File: src/rtl/rr_sched_pkg.sv
// rr_sched_pkg -- shared definitions for the round-robin grant scheduler.
//   state_t  : FSM state encoding (IDLE=0, GRANT=1, RELEASE=2), 2 bits
//   NUM_REQ  : number of requesters (4)
//   onehot() : converts a requester index into a one-hot grant vector
package rr_sched_pkg;

  localparam int unsigned NUM_REQ = 4;
  localparam int unsigned IDX_W   = 2;

  typedef enum logic [1:0] {
    IDLE    = 2'd0,
    GRANT   = 2'd1,
    RELEASE = 2'd2
  } state_t;

  function automatic logic [NUM_REQ-1:0] onehot(input logic [IDX_W-1:0] idx);
    logic [NUM_REQ-1:0] r;
    r = '0;
    r[idx] = 1'b1;
    return r;
  endfunction

endpackage

File: src/rtl/rr_pick.sv
// rr_pick -- combinational round-robin winner search.
//   req   [3:0] : request vector
//   ptr   [1:0] : index of the most recent grant holder
//   valid       : at least one request is high
//   idx   [1:0] : winner, first high request in order ptr+1, ptr+2, ptr+3, ptr
module rr_pick
  import rr_sched_pkg::*;
(
  input  logic [NUM_REQ-1:0] req,
  input  logic [IDX_W-1:0]   ptr,
  output logic               valid,
  output logic [IDX_W-1:0]   idx
);

  logic [IDX_W-1:0] cand;

  always_comb begin
    valid = 1'b0;
    idx   = ptr;
    cand  = ptr;
    // Offsets 1..NUM_REQ; the last offset wraps back onto ptr itself,
    // so the previous holder has lowest priority.
    for (int unsigned i = 1; i <= NUM_REQ; i++) begin
      cand = ptr + IDX_W'(i);
      if (!valid && req[cand]) begin
        valid = 1'b1;
        idx   = cand;
      end
    end
  end

endmodule

File: src/rtl/rr_grant_scheduler.sv
// rr_grant_scheduler -- 4-way round-robin arbiter with a bounded hold time.
//   clock          : sole clock, rising edge
//   reset_n        : asynchronous active-low reset
//   req_0..req_3   : level-sensitive request lines
//   gnt_0..gnt_3   : registered one-hot grants
//   owner [1:0]    : index of the current holder (meaningful while busy)
//   busy           : high exactly when a grant is high
//   expired        : one-cycle pulse when a grant is cut off after MAX_HOLD cycles
// A grant lasts 1..MAX_HOLD cycles, is followed by one RELEASE cycle and one
// IDLE cycle, so the earliest re-grant is two edges after the release edge.
module rr_grant_scheduler
  import rr_sched_pkg::*;
#(
  parameter int unsigned MAX_HOLD = 8
) (
  input  logic             clock,
  input  logic             reset_n,
  input  logic             req_0,
  input  logic             req_1,
  input  logic             req_2,
  input  logic             req_3,
  output logic             gnt_0,
  output logic             gnt_1,
  output logic             gnt_2,
  output logic             gnt_3,
  output logic [IDX_W-1:0] owner,
  output logic             busy,
  output logic             expired
);

  localparam int unsigned    CW   = $clog2(MAX_HOLD);
  localparam logic [CW-1:0]  LAST = CW'(MAX_HOLD - 1);

  state_t             state;
  logic [NUM_REQ-1:0] req;
  logic [NUM_REQ-1:0] gnt;
  logic [CW-1:0]      hold_cnt;
  logic [IDX_W-1:0]   ptr;
  logic               pick_valid;
  logic [IDX_W-1:0]   pick_idx;

  assign req = {req_3, req_2, req_1, req_0};

  rr_pick u_pick (
    .req   (req),
    .ptr   (ptr),
    .valid (pick_valid),
    .idx   (pick_idx)
  );

  always_ff @(posedge clock or negedge reset_n) begin
    if (!reset_n) begin
      state    <= IDLE;
      gnt      <= '0;
      owner    <= '0;
      busy     <= 1'b0;
      expired  <= 1'b0;
      hold_cnt <= '0;
      ptr      <= 2'd3;
    end else begin
      expired <= 1'b0;
      case (state)
        IDLE: begin
          // Only the IDLE-cycle sample matters; requests seen while
          // granting or releasing are never stored.
          if (pick_valid) begin
            state    <= GRANT;
            gnt      <= onehot(pick_idx);
            owner    <= pick_idx;
            busy     <= 1'b1;
            hold_cnt <= '0;
          end else begin
            gnt  <= '0;
            busy <= 1'b0;
          end
        end
        GRANT: begin
          // A dropped request takes precedence over the hold limit, so
          // a release on the last allowed cycle is not flagged as expired.
          if (!req[owner]) begin
            state <= RELEASE;
            gnt   <= '0;
            busy  <= 1'b0;
            ptr   <= owner;
          end else if (hold_cnt == LAST) begin
            state   <= RELEASE;
            gnt     <= '0;
            busy    <= 1'b0;
            ptr     <= owner;
            expired <= 1'b1;
          end else begin
            hold_cnt <= hold_cnt + 1'b1;
          end
        end
        RELEASE: begin
          state <= IDLE;
          gnt   <= '0;
          busy  <= 1'b0;
        end
        default: begin
          state <= IDLE;
          gnt   <= '0;
          busy  <= 1'b0;
        end
      endcase
    end
  end

  assign gnt_0 = gnt[0];
  assign gnt_1 = gnt[1];
  assign gnt_2 = gnt[2];
  assign gnt_3 = gnt[3];

endmodule

File: config.mk
export PLATFORM = sky130hd
export DESIGN_NAME = rr_grant_scheduler
export DESIGN_NICKNAME = d
export VERILOG_FILES = /design/src/rtl/rr_sched_pkg.sv /design/src/rtl/rr_pick.sv /design/src/rtl/rr_grant_scheduler.sv
export SDC_FILE = /design/constraint.sdc
export NUM_CORES = 1
export LEC_CHECK = 0
export CORE_MARGIN = 4
export CORE_UTILIZATION = 40
export DETAILED_ROUTE_END_ITERATION = 8
export PLACE_DENSITY = 0.76
export SLEW_MARGIN = 0
export SYNTH_ARGS = -nofsm -noshare
export SYNTH_HDL_FRONTEND = slang
export SYNTH_SLANG_ARGS = --single-unit
File: constraint.sdc
create_clock -name clock -period 2.3 [get_ports clock]
set_input_delay 0.46 -clock clock [delete_from_list [all_inputs] [get_ports clock]]
set_output_delay 0.46 -clock clock [all_outputs]
set_load 0.005 [all_outputs]
==> impl_metrics.toml, run 1 <==
[status]
run_status = "complete, no violations"

[critical_path]
r2r-end = "ptr[0]$_DFFE_PN1P_"
crit_end = "ptr[0]$_DFFE_PN1P_"
critPathRequiredTime_ns = 2.51
path_max_fanout = 5
start_kind = "input port"
regToRegSetupSlack_ns = 0.58
crit_arrival_ns = 2.12
crit_type = "input port to flop"
cp-end-kind = "flop"
reg2regPathDepth = 4
rr_startpoint = "owner[0]$_DFFE_PN0P_"
cp-startpoint = "req_0"

[clock_tree]
cts.sinks = 15
clockBufferDepth = 2
post_cts_resized = 0
htree_num_levels = 1
cts_hold_buffers = 0
cts_setup_buffers = 0
clockRootBuffer = "clkbuf_4"
numCtsBuffers = 3
path_clk_slew_ns = 0.08
cts_tree = "built"
insertion_delay_ns = 0.28

[synth]
synth_seq_area_share_pct = 50.8
synth_area_leaders = "dfrtp_1, dfstp_2, a22o_1"
syn_inst = 67
syn-cell-area_um2 = 744
yosys.area.top_type = "dfrtp_1"
ys.warnings.count = 0
synth_edf_count = 0
synthFlopType = "dfrtp_1"
synth_cell_types = 28
syn_nets = 75
synth_area_per_cell_um2 = 11.1
synthArstFlopShare_pct = 100
synth_top_cell_area_share_pct = 43.7
synth-seq-cells = 15

[cells_and_area]
drive_gt1_share_pct = 15.5
final_cell_mix = "dfrtp_1, clkdlybuf4s50_1, nand2_1, a21oi_1"
layout.nets = 93
diodes = 0
instances_no_fill = 109
nFillCells = 153
synthToLayoutAreaGrowth_pct = 25.2

[sta]
fin_skew_ns = 0.00217
rsz0062_at_grt = "false"
clock.fmax_mhz = 523
fin_crit_sh_pct = 83.2
setup_viol = 0
final-hold-violation-count = 0
finalCriticalPeriod_ns = 1.91
setup_tns_ns = 0
slew_viol_final = 0
worstMarginPinSlew_ns = 0.682
slew_headroom_pct = 54.4
layout_setup_ws_ns = 0.387

[grt]
grt_pass1_vias = 610
grt_busiest_layer = "met2"
grt_util_met2_pct = 23.2
use_met3_pct = 4.08
grt_antenna_before_repair = 0
grt_start_max_net_pins = 16
grtUsageMet1_pct = 18.4
grt_usage_pct = 14.5
grt_overflow = 0
grt_pass1_wl_um = 2810

[floorplanning]
die-width_um = 51.1
core_um2 = 1750
num_rows = 15
die-area_um2 = 2620
die_h_um = 51.1
start_util_pct = 42.7
pin_count = 14

[place]
port_buffers = 13
dp.cells = 105
pre_cts_slack_ns = 0.122
place_congestion = 0.830
hpwl_um = 1260

[power_and_ir_drop]
p_leak_nw = 0.429
power.share.clock_pct = 12.3
max-vdd-ir-drop_uv = 544
seqPwrFrac_pct = 41.7
internal_power_uw = 762
power.density_nw_per_um2 = 1290
p_comb_share_pct = 46.0
swShare_pct = 36.4
p_switching_uw = 436

[routing]
firstDrtPassIters = 4
drt-wirelength-per-cell_um = 15.2
vias = 627
antenna_left = 0
first_iter_violations = 24
drc = 0
drt-total-wl_um = 1660
via_per_inst = 5.75

[min_path]
worstHoldPathType = "flop to flop"

[job]
cap_violations = 0
## critical path: stages
cell	delay (ns)
clkdlybuf4s50_1	0.49
mux4_2	0.58
nand2_4	0.13
and2_4	0.17
mux2_4	0.30
## cells by family after synthesis
group | count (synthesis) | synth area share, %
AND/OR/NAND/NOR | 24 | 18.0
AO/OA/AOI/OAI | 19 | 18.8
flip-flops | 15 | 50.8
buffers and inverters | 4 | 2.02
multiplexers | 3 | 7.06
adder cells (fa/ha/maj) | 2 | 3.36
## flip-flops by register name, indices dropped and copies added (netlist names)
name      count
gnt           4
hold_cnt      3
owner         2
ptr           2
state         2
busy          1
expired       1
## through the flow
step	hold slack (ns)	power, mW	util [%]	instance area, um^2
3_5_place_dp	0.484	1.05	51.9	906
6_report	0.511	1.20	53.4	932
4_1_cts	0.518	1.20	53.4	932
2_1_floorplan	0.164	0.821	-	744
3_3_place_gp	0.485	1.02	51.9	906
5_1_grt	0.528	1.29	53.4	932
## how the worst min path moves through the flow
stage	end	slack, ns	from	depth (start not counted)
global placement	gnt[3]$_DFFE_PN0P_	0.48	gnt[3]$_DFFE_PN0P_	1
finish	gnt[3]$_DFFE_PN0P_	0.51	gnt[3]$_DFFE_PN0P_	1
detailed placement	gnt[2]$_DFFE_PN0P_	0.48	gnt[2]$_DFFE_PN0P_	1
CTS	gnt[3]$_DFFE_PN0P_	0.52	gnt[3]$_DFFE_PN0P_	1
global route	gnt[3]$_DFFE_PN0P_	0.53	gnt[3]$_DFFE_PN0P_	1
floorplan	busy$_DFFE_PN0P_	0.16	reset_n	0
## cell usage after synthesis (all sizes together), types with 2 or more instances
library cell,number
inv,4
dfrtp,13
a21o,2
nand4,2
ha,2
a22o,4
nand2b,3
nand2,6
o21ai,2
nor2,3
dfstp,2
mux2,2
nand3,4
a21oi,5
## layer usage
layer / vias up / wire length, um
li1: 283 / -
met1: 312 / 732
met2: 28 / 790
met3: 4 / 120
met4: 0 / 15
met5: - / 0
## final cells by class
cell class	count	area (um^2)	share of cell area (%)
multi-input cells	48	352	37.7
repair buffers	13	130	14.0
clock buffers	4	26.3	2.82
inverters	4	15.0	1.61
well taps	25	31.3	3.36
flip-flops and latches	15	378	40.5
## power by group through the flow
stage	clock network (mW)	registers, mW	logic (mW)
floorplan	0	0.477	0.344
global placement	0	0.491	0.531
detailed placement	0	0.499	0.555
CTS	0.149	0.496	0.559
global route	0.166	0.516	0.604
finish	0.147	0.500	0.552
(Power assumes the default switching activity.)
==> run 2: changes to the inputs <==
==> constraint.sdc (replaced) <==
create_clock -name clock -period 1.86 [get_ports clock]
set_input_delay 0.372 -clock clock [delete_from_list [all_inputs] [get_ports clock]]
set_output_delay 0.372 -clock clock [all_outputs]
set_load 0.005 [all_outputs]
==> run 2 against run 1 <==
Clock-buffer cell count fell by 1. Utilization rose by 5.2 points. Flip-flop and latch count did not move. Clock skew rose by 0.0045 ns. Sequential share of layout area fell by 3.6 points. Via count rose by 0.80%. Total power rose by 32%.
==> impl_metrics.toml, run 2 (same netlist as run 1, synthesis figures left out) <==
[clock_tree]
clockBufferDepth = 2
htree_num_levels = 1
cts_hold_buffers = 0
numCtsBuffers = 3
clockRootBuffer = "clkbuf_4"
insertion_delay_ns = 0.28
cts_setup_buffers = 0
cts.sinks = 15
cts_tree = "built"
post_cts_resized = 0
path_clk_slew_ns = 0.09

[routing]
drt-wirelength-per-cell_um = 14.2
drt-total-wl_um = 1710
via_per_inst = 5.22
first_iter_violations = 17
antenna_left = 0
vias = 632
drc = 0
firstDrtPassIters = 4

[place]
place_congestion = 0.790
dp.cells = 117
hpwl_um = 1330
port_buffers = 13
pre_cts_slack_ns = -0.148

[critical_path]
cp_slowest_stage_delay_ns = 0.55
crit_type = "input port to flop"
critPathTopFamily = "multiplexers"
cp_slowest_cell = "mux4_2"
critPathBufInv = 1
path_cells = "clkdlybuf4s50_1 > mux4_2 > nand2_4 > and2_4 > mux2_4"
start_kind = "input port"
path_max_fanout = 3
crit_arrival_ns = 1.93
critPathRequiredTime_ns = 2.07
cp-end-kind = "flop"

[grt]
grt_util_met2_pct = 27.5
grt_usage_pct = 16.1
grt_overflow = 0
grt_start_max_net_pins = 16
grt_antenna_before_repair = 0
use_met3_pct = 2.92
grtUsageMet1_pct = 19.1
grt_pass1_wl_um = 3150
grt_busiest_layer = "met2"
grt_pass1_vias = 702

[cells_and_area]
final_cell_mix = "dfrtp_1, clkdlybuf4s50_1, buf_4, nand2_1, a21oi_1"
layout.nets = 105
nFillCells = 156
drive_gt1_share_pct = 27.1
regMostFlops = "gnt"
diodes = 0
largest_register_ffs = 4
reg.largest.list = "gnt x4, hold_cnt x3"
fin_util_pct = 58.6
instances_no_fill = 121
synthToLayoutAreaGrowth_pct = 37.5

[floorplanning]
core_um2 = 1750
die_h_um = 51.1
num_rows = 15
pin_count = 14
die-area_um2 = 2620
die-width_um = 51.1
start_util_pct = 42.7

[sta]
slew_viol_final = 0
rsz0062_at_grt = "false"
whs_ns = 0.394
slew_headroom_pct = 77.6
final-hold-violation-count = 0
setup_viol = 0
fin_crit_sh_pct = 92.5
clock.fmax_mhz = 582
finalCriticalPeriod_ns = 1.72
worstMarginPinSlew_ns = 0.334
fin_skew_ns = 0.00668
layout_setup_ws_ns = 0.140

[power_and_ir_drop]
max-vdd-ir-drop_uv = 765
p_comb_share_pct = 49.3
p_leak_nw = 0.489
p_switching_uw = 556
seqPwrFrac_pct = 39.2
internal_power_mw = 1.03
power.density_nw_per_um2 = 1540
power.share.clock_pct = 11.5
swShare_pct = 35.1

[min_path]
worstHoldPathType = "input port to async pin"

[status]
run_status = "complete, no violations"

[job]
cap_violations = 0
==> run 2: path summary, 6_finish.rpt <==
check                                          start                       to  slack (ns)  cells after the start
worst max-delay path                           req_3       ptr[0]$_DFFE_PN1P_        0.14                      5
worst min-delay path                         reset_n       gnt[3]$_DFFE_PN0P_        0.39                      2
worst max register to register  owner[0]$_DFFE_PN0P_       ptr[0]$_DFFE_PN1P_        0.21                      4
worst min register to register  state[1]$_DFFE_PN0P_  hold_cnt[0]$_DFFE_PN0P_        0.52                      1
max in group asynchronous                    reset_n       ptr[0]$_DFFE_PN1P_        1.22                      2
min in group clock              state[1]$_DFFE_PN0P_  hold_cnt[0]$_DFFE_PN0P_        0.52                      1
==> run 2: through the flow <==
step                instance area, um^2  total power, mW  setup TNS, ns
finish                             1020             1.58              0
CTS                                1020             1.59              0
detailed placement                  996             1.40         -0.854
global placement                    996             1.37         -0.668
floorplan                           744             1.02              0
global route                       1020             1.70              0
==> run 2: final cells by class <==
cell class              count  area (um^2)  area share (%)
flip-flops and latches     15          378            36.9
multi-input cells          48          352            34.4
repair buffers             25          220            21.5
well taps                  25         31.3            3.06
clock buffers               3         22.5            2.20
inverters                   4         15.0            1.47
clock inverters             1         5.00           0.489
==> run 2: layer usage <==
layer / part of all wire [%] / routed length, um
met1: 45 / 775
met2: 49 / 842
met3: 4.7 / 80
met4: 0.93 / 16
met5: 0 / 0
==> run 2: power groups by stage <==
stage | logic [mW] | registers (mW) | clock network [mW]
2_1_floorplan | 0.426 | 0.590 | 0
3_3_place_gp | 0.761 | 0.610 | 0
3_5_place_dp | 0.778 | 0.620 | 0
4_1_cts | 0.787 | 0.618 | 0.189
5_1_grt | 0.851 | 0.643 | 0.207
6_report | 0.779 | 0.619 | 0.182
==> run 2: worst reg2reg max path, cell delays in order, from the launching register on <==
cell and delay [ns]:
dfrtp_1 0.44, mux4_2 0.59, nand2_4 0.10, and2_4 0.16
mux2_4 0.29
